$ cat src/rtl/sum_row_ctrl.sv
// Row scheduler for the pipelined sum tree: issues N-element chunks of a row, then
// accumulates the tree's partial sums into one saturating row total behind valid/ready.
module sum_row_ctrl #(
    parameter int unsigned N             = 32,
    parameter int unsigned OUT_BIT_WIDTH = 32,
    parameter int unsigned MAX_CHUNKS    = 8,
    parameter int unsigned TREE_LAT      = 5,
    parameter int unsigned CW            = $clog2(MAX_CHUNKS + 1)
) (
    input  logic                          i_clk,
    input  logic                          i_rst,
    input  logic                          i_start,
    input  logic [CW-1:0]                 i_num_chunks,
    output logic                          o_busy,
    input  logic                          i_chunk_valid,
    output logic                          o_chunk_ready,
    output logic [$clog2(MAX_CHUNKS)-1:0] o_chunk_idx,
    output logic                          o_tree_valid,
    input  logic [OUT_BIT_WIDTH-1:0]      i_tree_sum,
    input  logic                          i_tree_valid,
    output logic [OUT_BIT_WIDTH-1:0]      o_row_sum,
    output logic                          o_row_valid,
    input  logic                          i_row_ready,
    output logic                          o_sat
);

    localparam int unsigned W  = OUT_BIT_WIDTH;
    localparam int unsigned IW = $clog2(MAX_CHUNKS);

    if (N == 0 || TREE_LAT == 0 || MAX_CHUNKS == 0) begin : g_param_check
        $error("sum_row_ctrl: N, TREE_LAT and MAX_CHUNKS must be non-zero");
    end

    typedef enum logic [1:0] {StIdle, StIssue, StDrain, StDone} state_e;

    state_e          state;
    logic [CW-1:0]   count;
    logic [CW-1:0]   issued;
    logic [CW-1:0]   rcvd;
    logic [W-1:0]    acc;
    logic            sat;
    logic            busy;
    logic            ready;
    logic            row_valid;
    logic [IW-1:0]   idx;

    logic            accept;
    logic            take;
    logic [CW-1:0]   start_cnt;
    logic [CW-1:0]   issued_nxt;
    logic [CW-1:0]   rcvd_nxt;
    logic [W:0]      sum_ext;

    assign accept     = i_chunk_valid & ready;
    assign take       = i_tree_valid && (state == StIssue || state == StDrain) && (rcvd < count);
    assign start_cnt  = (i_num_chunks > CW'(MAX_CHUNKS)) ? CW'(MAX_CHUNKS) : i_num_chunks;
    assign issued_nxt = issued + CW'(accept);
    assign rcvd_nxt   = rcvd + CW'(take);
    assign sum_ext    = {1'b0, acc} + {1'b0, i_tree_sum};

    always_ff @(posedge i_clk) begin
        if (i_rst) begin
            state     <= StIdle;
            count     <= '0;
            issued    <= '0;
            rcvd      <= '0;
            acc       <= '0;
            sat       <= 1'b0;
            busy      <= 1'b0;
            ready     <= 1'b0;
            row_valid <= 1'b0;
            idx       <= '0;
        end else begin
            // Results can land while chunks are still being issued.
            if (take) begin
                rcvd <= rcvd_nxt;
                if (sum_ext[W] || (&acc)) begin
                    acc <= '1;
                    sat <= 1'b1;
                end else begin
                    acc <= sum_ext[W-1:0];
                end
            end

            case (state)
                StIdle: begin
                    if (i_start) begin
                        count  <= start_cnt;
                        issued <= '0;
                        rcvd   <= '0;
                        acc    <= '0;
                        sat    <= 1'b0;
                        idx    <= '0;
                        busy   <= 1'b1;
                        if (start_cnt == '0) begin
                            state     <= StDone;
                            row_valid <= 1'b1;
                        end else begin
                            state <= StIssue;
                            ready <= 1'b1;
                        end
                    end
                end
                StIssue: begin
                    issued <= issued_nxt;
                    idx    <= IW'(issued_nxt);
                    if (issued_nxt == count) begin
                        state <= StDrain;
                        ready <= 1'b0;
                    end
                end
                StDrain: begin
                    if (rcvd_nxt == count) begin
                        state     <= StDone;
                        row_valid <= 1'b1;
                        idx       <= '0;
                    end
                end
                StDone: begin
                    if (i_row_ready) begin
                        state     <= StIdle;
                        row_valid <= 1'b0;
                        busy      <= 1'b0;
                    end
                end
                default: state <= StIdle;
            endcase
        end
    end

    assign o_busy        = busy;
    assign o_chunk_ready = ready;
    assign o_chunk_idx   = idx;
    assign o_tree_valid  = accept;
    assign o_row_sum     = acc;
    assign o_row_valid   = row_valid;
    assign o_sat         = sat;

endmodule

$ cat config.mk
export PLATFORM = sky130hd
export DESIGN_NAME = sum_row_ctrl
export DESIGN_NICKNAME = d
export VERILOG_FILES = /design/src/rtl/sum_row_ctrl.sv
export SDC_FILE = /design/constraint.sdc
export NUM_CORES = 1
export LEC_CHECK = 0
export CAP_MARGIN = 5
export CORE_UTILIZATION = 30
export DETAILED_ROUTE_END_ITERATION = 10
export GPL_ROUTABILITY_DRIVEN = 0
export GPL_TIMING_DRIVEN = 0
export SLEW_MARGIN = 20
export SYNTH_ARGS = -nofsm -noshare
export SYNTH_HDL_FRONTEND = slang
export SYNTH_SLANG_ARGS = --single-unit
$ cat constraint.sdc
create_clock -name i_clk -period 4 [get_ports i_clk]
set_input_delay 0.6 -clock i_clk [delete_from_list [all_inputs] [get_ports i_clk]]
set_output_delay 0.6 -clock i_clk [all_outputs]
set_load 0.02 [all_outputs]
==> flow_metrics.py, run 1 <==
metrics = {
    "outcome": {
        "status": "finished clean",
    },
    "final_layout": {
        "stdcell_area_sq_um": 5170,
        "fin_nets": 673,
        "layout.cells.most_common": "clkdlybuf4s50_1",
        "n_fill_cell": 1306,
        "layout_common_cells": "clkdlybuf4s50_1 (79), a21oi_1 (60), dfxtp_1 (53), o21ai_0 (44), ha_1 (43)",
        "area_growth_syn_to_layout_pct": 28.5,
        "fin_cells": 758,
        "antenna-diode-count": 0,
        "final_layout_size_suffix_gt1_frac": 0.0461,
    },
    "yosys": {
        "fraction_of_synthesis_flops_using_an_asynchronous_set_or_reset_pin": 0,
        "yosysWarningCount": 0,
        "ys_seq_area_frac": 0.264,
        "synth.area.mux_share": 0.00498,
        "synth_xor_xnor_area_share": 0.0958,
        "synth_top_family_by_area": "compound AO/OA/AOI/OAI gates",
        "synth.lib_cells_used.distinct": 57,
        "synth-simple-area-share": 0.200,
        "syn_area_sq_um": 4020,
        "ys_seq_elements": 53,
        "syn_nets": 587,
        "yosys_most_used_dff": "dfxtp_1",
        "compound_gate_portion_of_the_synthesized_area": 0.255,
        "syn-instance-count": 501,
        "synthAdderAreaFrac": 0.139,
        "synth_edf_count": 0,
        "syn-mean-instance-area_sq_um": 8.03,
    },
    "routing": {
        "number_of_remaining_drc_errors": 0,
        "via_per_instance_ratio": 5.11,
        "route.detailed.wl_per_inst_um": 14.9,
        "postRouteWirelength_um": 11300,
        "num_vias": 3877,
        "initialDrtViolationCount": 163,
        "drt_pass1_iterations": 4,
        "ant_nets": 0,
    },
    "placed_design": {
        "placed_cell_area_sq_um": 5030,
        "dp.cells": 752,
        "io_buffer_count": 79,
        "detailedPlacementHpwl_um": 8930,
        "pre_cts_slack_ns": -0.557,
    },
    "power": {
        "power.switching_fraction": 0.403,
        "power.clock.fraction": 0.196,
        "power_density_relative_to_cell_area_nw_per_um2": 404,
        "peak_supply_drop_uv": 197,
        "power.combinational.fraction": 0.481,
        "sequentialPowerShare": 0.322,
        "static-leakage-power_nw": 2.14,
        "cell_internal_pwr_mw": 1.25,
        "power.switching_mw": 0.841,
    },
    "timing": {
        "final.min_clock_period_ns": 3.64,
        "postLayoutSetupSlackWorst_ns": 0.364,
        "max_freq_mhz": 275,
        "slew_violations": 0,
        "timing.max_slew.rel_slack": 0.580,
        "rsz_0062_raised_after_global_routing": "no",
        "final_min_period_over_clock_period": 0.909,
        "worst_clock_skew_ns": 0.00392,
        "timing_worst_slew_pin_value_ns": 0.625,
        "timing_hold_violations_final": 0,
        "setup_viol": 0,
    },
    "global_routing": {
        "wire_length_of_the_first_global_routing_pass_um": 18900,
        "grt_overflow": 0,
        "all_layer_gr_usage": 0.164,
        "maximum_number_of_pins_on_one_net_before_global_route_repair": 15,
        "number_of_antenna_violations_at_the_first_check_in_global_routing": 0,
        "grt_pass1_vias": 3939,
    },
    "floorplanning": {
        "die_area_sq_um": 13900,
        "floorplan.io_pins": 82,
        "core_sq_um": 12800,
        "floorplan.rows": 41,
        "dieHeight_um": 118,
        "chipWidth_um": 118,
        "initial_core_util": 0.314,
    },
    "clock_network": {
        "clk_transition_reported_paths_ns": 0.06,
        "cts_tree": "done",
        "tritoncts.num_buffers": 5,
        "cts_sink_cnt": 53,
        "clk_latency_ns": 0.29,
        "cts_max_path_buffers": 2,
        "clock_tree.root_cell": "clkbuf_16",
        "cts_htree_levels": 2,
    },
    "setup_path": {
        "worst-endpoint-arrival_ns": 3.85,
        "crit_path_end_kind": "flip-flop",
        "class_of_the_most_critical_setup_path": "flip-flop to flip-flop",
        "cp_required_ns": 4.22,
        "cp_max_fo": 11,
        "worstSetupStartpointType": "flip-flop",
        "reg2reg_depth": 17,
    },
    "job": {
        "maxCapViolCount": 0,
    },
    "hold_path": {
        "worstHoldPathCells": 2,
        "hold_path_class": "flip-flop to flip-flop",
    },
}
through the flow:
step           hold slack, ns   util  total power [mW]  TNS (ns)
3_5_place_dp            0.471  0.392              1.67     -2.17
6_report                0.478  0.403              2.09         0
4_1_cts                 0.482  0.403              2.09         0
5_1_grt                 0.512  0.403              2.25         0
2_1_floorplan           0.465      -              1.34         0
3_3_place_gp            0.459  0.392              1.66     -1.67
critical path, stage by stage, from the launching register on:
cell      delay, ns
dfxtp_1        0.44
inv_1          0.07
ha_1           0.30
a21oi_1        0.13
nor2b_1        0.06
o21ai_0        0.14
nand4b_1       0.24
inv_4          0.19
clkbuf_2       0.24
ha_1           0.21
ha_1           0.18
xnor2_1        0.14
xnor2_1        0.14
nand4_1        0.15
a21oi_2        0.22
nand3_1        0.17
or3_1          0.40
a21oi_1        0.14
worst paths after layout:
check | startpoint | endpoint | slack [ns]
hold / removal | o_busy | o_busy | 0.48
setup reg to reg | count[1] | state[1] | 0.36
hold reg to reg | o_busy | o_busy | 0.48
setup / recovery | count[1] | state[1] | 0.36
cell families (layout without fill, tap and decap cells):
group | after synthesis | after routing
mux | 2 | 2
simple gates | 153 | 153
buf+inv | 37 | 122
xor+xnor | 44 | 44
flops | 53 | 53
compound gates | 168 | 168
fa+ha+maj | 44 | 44
power groups by stage:
stage	combinational, mW	clock (mW)	sequential, mW
3_3_place_gp	0.974	0	0.681
5_1_grt	1.12	0.441	0.682
6_report	1.00	0.410	0.672
3_5_place_dp	0.987	0	0.684
4_1_cts	0.998	0.420	0.672
2_1_floorplan	0.619	0	0.724
final cells by class:
| class | instances | area [sq um] | area share |
|---|---|---|---|
| clock buffer | 5 | 125 | 0.0242 |
| sequential | 53 | 1060 | 0.205 |
| tap | 172 | 215 | 0.0416 |
| timing repair buffer | 80 | 798 | 0.154 |
| buffer | 21 | 108 | 0.0208 |
| inverter | 15 | 58.8 | 0.0114 |
| clock inverter | 1 | 5.00 | 0.000968 |
| multi-input combinational | 411 | 2800 | 0.541 |
Yosys cell counts, types with 2 or more instances:
cell type  instances  area share
a21oi_1           61       0.076
dfxtp_1           53        0.26
o21ai_0           44       0.055
ha_1              43        0.13
nor2_1            40       0.037
nand2_1           32       0.030
xnor2_1           25       0.054
xor2_1            19       0.041
a21o_1            17       0.032
clkbuf_1          17       0.016
inv_1             14       0.013
nand4_1           14       0.022
and2_1            10       0.016
nor3_1            10       0.012
nand3_1            8       0.010
nor2b_1            6      0.0093
o21bai_1           6       0.011
and3_1             5      0.0078
nand2b_1           5      0.0078
nor3_2             5       0.012
nor3b_1            4      0.0075
o211ai_1           4      0.0075
o31a_1             4      0.0087
or3_1              4      0.0062
a211o_1            3      0.0065
a211oi_1           3      0.0056
o21a_1             3      0.0056
or2_2              3      0.0047
a22oi_1            2      0.0037
a31oi_1            2      0.0031
a41oi_1            2      0.0044
and4_1             2      0.0044
buf_6              2      0.0056
mux2i_1            2      0.0050
nor4_1             2      0.0031
o2111ai_1          2      0.0044
o22ai_1            2      0.0031
o41ai_1            2      0.0044
flip-flops by register name (all words and copies together) (netlist names):
signal	count
issued	4
count	4
rcvd	4
state	2
o_chunk_idx	3
o_sat	1
o_busy	1
o_row_sum	32
o_chunk_ready	1
o_row_valid	1
layer usage:
metal | wire length, um | global-route usage | vias to the layer above
li1 | - | - | 1984
met1 | 5460 | 0.219 | 1778
met2 | 5100 | 0.267 | 102
met3 | 627 | 0.0363 | 13
met4 | 144 | 0.0377 | 0
met5 | 0 | 0 | -
timing repair:
action / CTS / global route
setup buffers: 1 / 0
endpoints found under the setup margin: 6 / 6
hold buffers: 0 / 0
resized for setup: 1 / 2
pin swaps: 1 / 0
(Power assumes the default switching activity.)
==> run 2, diff against run 1 <==
--- a/config.mk
+++ b/config.mk
@@ -5,7 +5,9 @@
 export SDC_FILE = /design/constraint.sdc
 export NUM_CORES = 1
 export LEC_CHECK = 0
+export ABC_CLOCK_PERIOD_IN_PS = 4000
 export CAP_MARGIN = 5
+export CORE_MARGIN = 2
 export CORE_UTILIZATION = 30
 export DETAILED_ROUTE_END_ITERATION = 10
 export GPL_ROUTABILITY_DRIVEN = 0
==> run 2 against run 1 <==
Against the previous run: clock power grew 19%; via count grew 2.1%; final cell count grew 0.53%; largest power group unchanged.
==> flow_metrics.py, run 2 (synthesis gave the netlist of run 1 again) <==
metrics = {
    "routing": {
        "number_of_remaining_drc_errors": 0,
        "postRouteWirelength_um": 11600,
        "via_per_instance_ratio": 5.20,
        "route.detailed.wl_per_inst_um": 15.3,
        "ant_nets": 0,
        "num_vias": 3959,
        "drt_pass1_iterations": 4,
        "initialDrtViolationCount": 205,
    },
    "final_layout": {
        "fin_nets": 672,
        "layout.cells.most_common": "clkdlybuf4s50_1",
        "layout_common_cells": "clkdlybuf4s50_1 (79), a21oi_1 (61), dfxtp_1 (53), o21ai_0 (44), ha_1 (43)",
        "largest_register_ffs": 32,
        "area_growth_syn_to_layout_pct": 29.1,
        "fin_cells": 762,
        "final_core_utilization": 0.394,
        "final_layout_size_suffix_gt1_frac": 0.0444,
        "antenna-diode-count": 0,
    },
    "global_routing": {
        "wire_length_of_the_first_global_routing_pass_um": 19400,
        "all_layer_gr_usage": 0.163,
        "grt_pass1_vias": 3933,
        "maximum_number_of_pins_on_one_net_before_global_route_repair": 16,
        "grt_overflow": 0,
        "number_of_antenna_violations_at_the_first_check_in_global_routing": 0,
    },
    "floorplanning": {
        "floorplan.io_pins": 82,
        "initial_core_util": 0.305,
        "floorplan.rows": 42,
        "core_sq_um": 13200,
        "dieHeight_um": 120,
        "die_area_sq_um": 14300,
        "chipWidth_um": 120,
    },
    "timing": {
        "worst_clock_skew_ns": 0.00226,
        "final_min_period_over_clock_period": 0.903,
        "timing.max_slew.rel_slack": 0.652,
        "max_freq_mhz": 277,
        "final.min_clock_period_ns": 3.61,
        "fin_setup_tns_ns": 0,
        "slew_violations": 0,
        "postLayoutSetupSlackWorst_ns": 0.387,
        "timing_worst_slew_pin_value_ns": 0.515,
        "timing_hold_violations_final": 0,
        "rsz_0062_raised_after_global_routing": "no",
        "setup_viol": 0,
    },
    "setup_path": {
        "crit_path_max_incr_delay_ns": 0.44,
        "cp_required_ns": 4.18,
        "worst-endpoint-arrival_ns": 3.80,
        "cp_top_family": "compound AO/OA/AOI/OAI gates",
        "crit_path_cell_trace": "clkdlybuf4s50_1 > ha_1 > fa_1 > a21oi_1 > o21ai_0 > a31o_2 > and2_1 > o41ai_2 > o21bai_1 > a41oi_1 > xor2_1 > a21oi_1",
        "timing.critical_path.slowest_stage_cell": "o41ai_2",
        "worstSetupStartpointType": "input port",
        "class_of_the_most_critical_setup_path": "input port to flip-flop",
        "worstPathBufferInverterCount": 1,
        "crit_top_cell": "a21oi_1",
        "cp_max_fo": 3,
        "crit_path_end_kind": "flip-flop",
    },
    "clock_network": {
        "cts_htree_levels": 2,
        "cts_tree": "done",
        "cts.hold.buffers_added": 0,
        "clk_latency_ns": 0.29,
        "clock_tree.root_cell": "clkbuf_16",
        "tritoncts.num_buffers": 5,
        "clk_transition_reported_paths_ns": 0.07,
        "cts_sink_cnt": 53,
        "cts_max_path_buffers": 2,
    },
    "hold_path": {
        "hold_path_class": "flip-flop to flip-flop",
    },
    "job": {
        "maxCapViolCount": 0,
    },
    "outcome": {
        "status": "finished clean",
    },
    "placed_design": {
        "pre_cts_slack_ns": -0.639,
        "dp.cells": 756,
        "detailedPlacementHpwl_um": 9150,
        "io_buffer_count": 79,
    },
    "power": {
        "power_mw": 2.15,
        "static-leakage-power_nw": 2.15,
        "power_density_relative_to_cell_area_nw_per_um2": 415,
        "peak_supply_drop_uv": 201,
    },
}
[run 2: changes by cell type in the layout (fill, tap and decap cells not counted)]
cell / delta
a21oi_2: -1
a21oi_1: +1
inv_2: +1
inv_4: -1
clkbuf_2: -1
bufinv_16: +1
[run 2: final cells by class]
| type | count | area [sq um] |
|---|---|---|
| Buffer | 20 | 103 |
| Clock buffer | 5 | 125 |
| Clock inverter | 2 | 35.0 |
| Fill cell | 1349 | 8000 |
| Inverter | 15 | 56.3 |
| Multi-Input combinational cell | 411 | 2790 |
| Sequential cell | 53 | 1060 |
| Tap cell | 176 | 220 |
| Timing Repair Buffer | 80 | 798 |
[run 2: timing repair]
action | 4_1_cts | 5_1_grt
buffers inserted | 1 | 0
pin swaps | 1 | 0
endpoints found under the setup margin | 6 | 5
resized for setup | 0 | 0
[run 2: final timing paths]
kind,start,end,slack (ns),depth (start not counted)
max,i_tree_sum[0],o_row_sum[30],0.39,12
min,o_busy,o_busy,0.48,2
max reg2reg,count[1],state[1],0.42,16
min reg2reg,o_busy,o_busy,0.48,2
[run 2: routing by layer]
metal	global-route usage	share of wire	up-vias	wire length (um)
met5	0	0	-	0
met4	0.0382	0.012	0	142
met3	0.0352	0.056	14	655
met2	0.276	0.47	125	5470
met1	0.213	0.46	1829	5370
li1	-	-	1991	-
[run 2: stage by stage]
step | instance area (sq um) | hold WS (ns)
2_1_floorplan | 4020 | 0.465
3_3_place_gp | 5030 | 0.459
3_5_place_dp | 5030 | 0.475
4_1_cts | 5200 | 0.486
5_1_grt | 5190 | 0.507
6_report | 5190 | 0.482
[run 2: tightest hold or removal path: cells and delay by family (launching register included)]
family / cells / cell delay [ns]
AO/OA/AOI/OAI: 1 / 0.05
flip-flops: 1 / 0.33
AND/OR/NAND/NOR: 1 / 0.06
[run 2: power breakdown]
| part | internal (mW) | switching, mW |
|---|---|---|
| clock | 0.291 | 0.195 |
| combinational | 0.421 | 0.574 |
| sequential | 0.597 | 0.0772 |
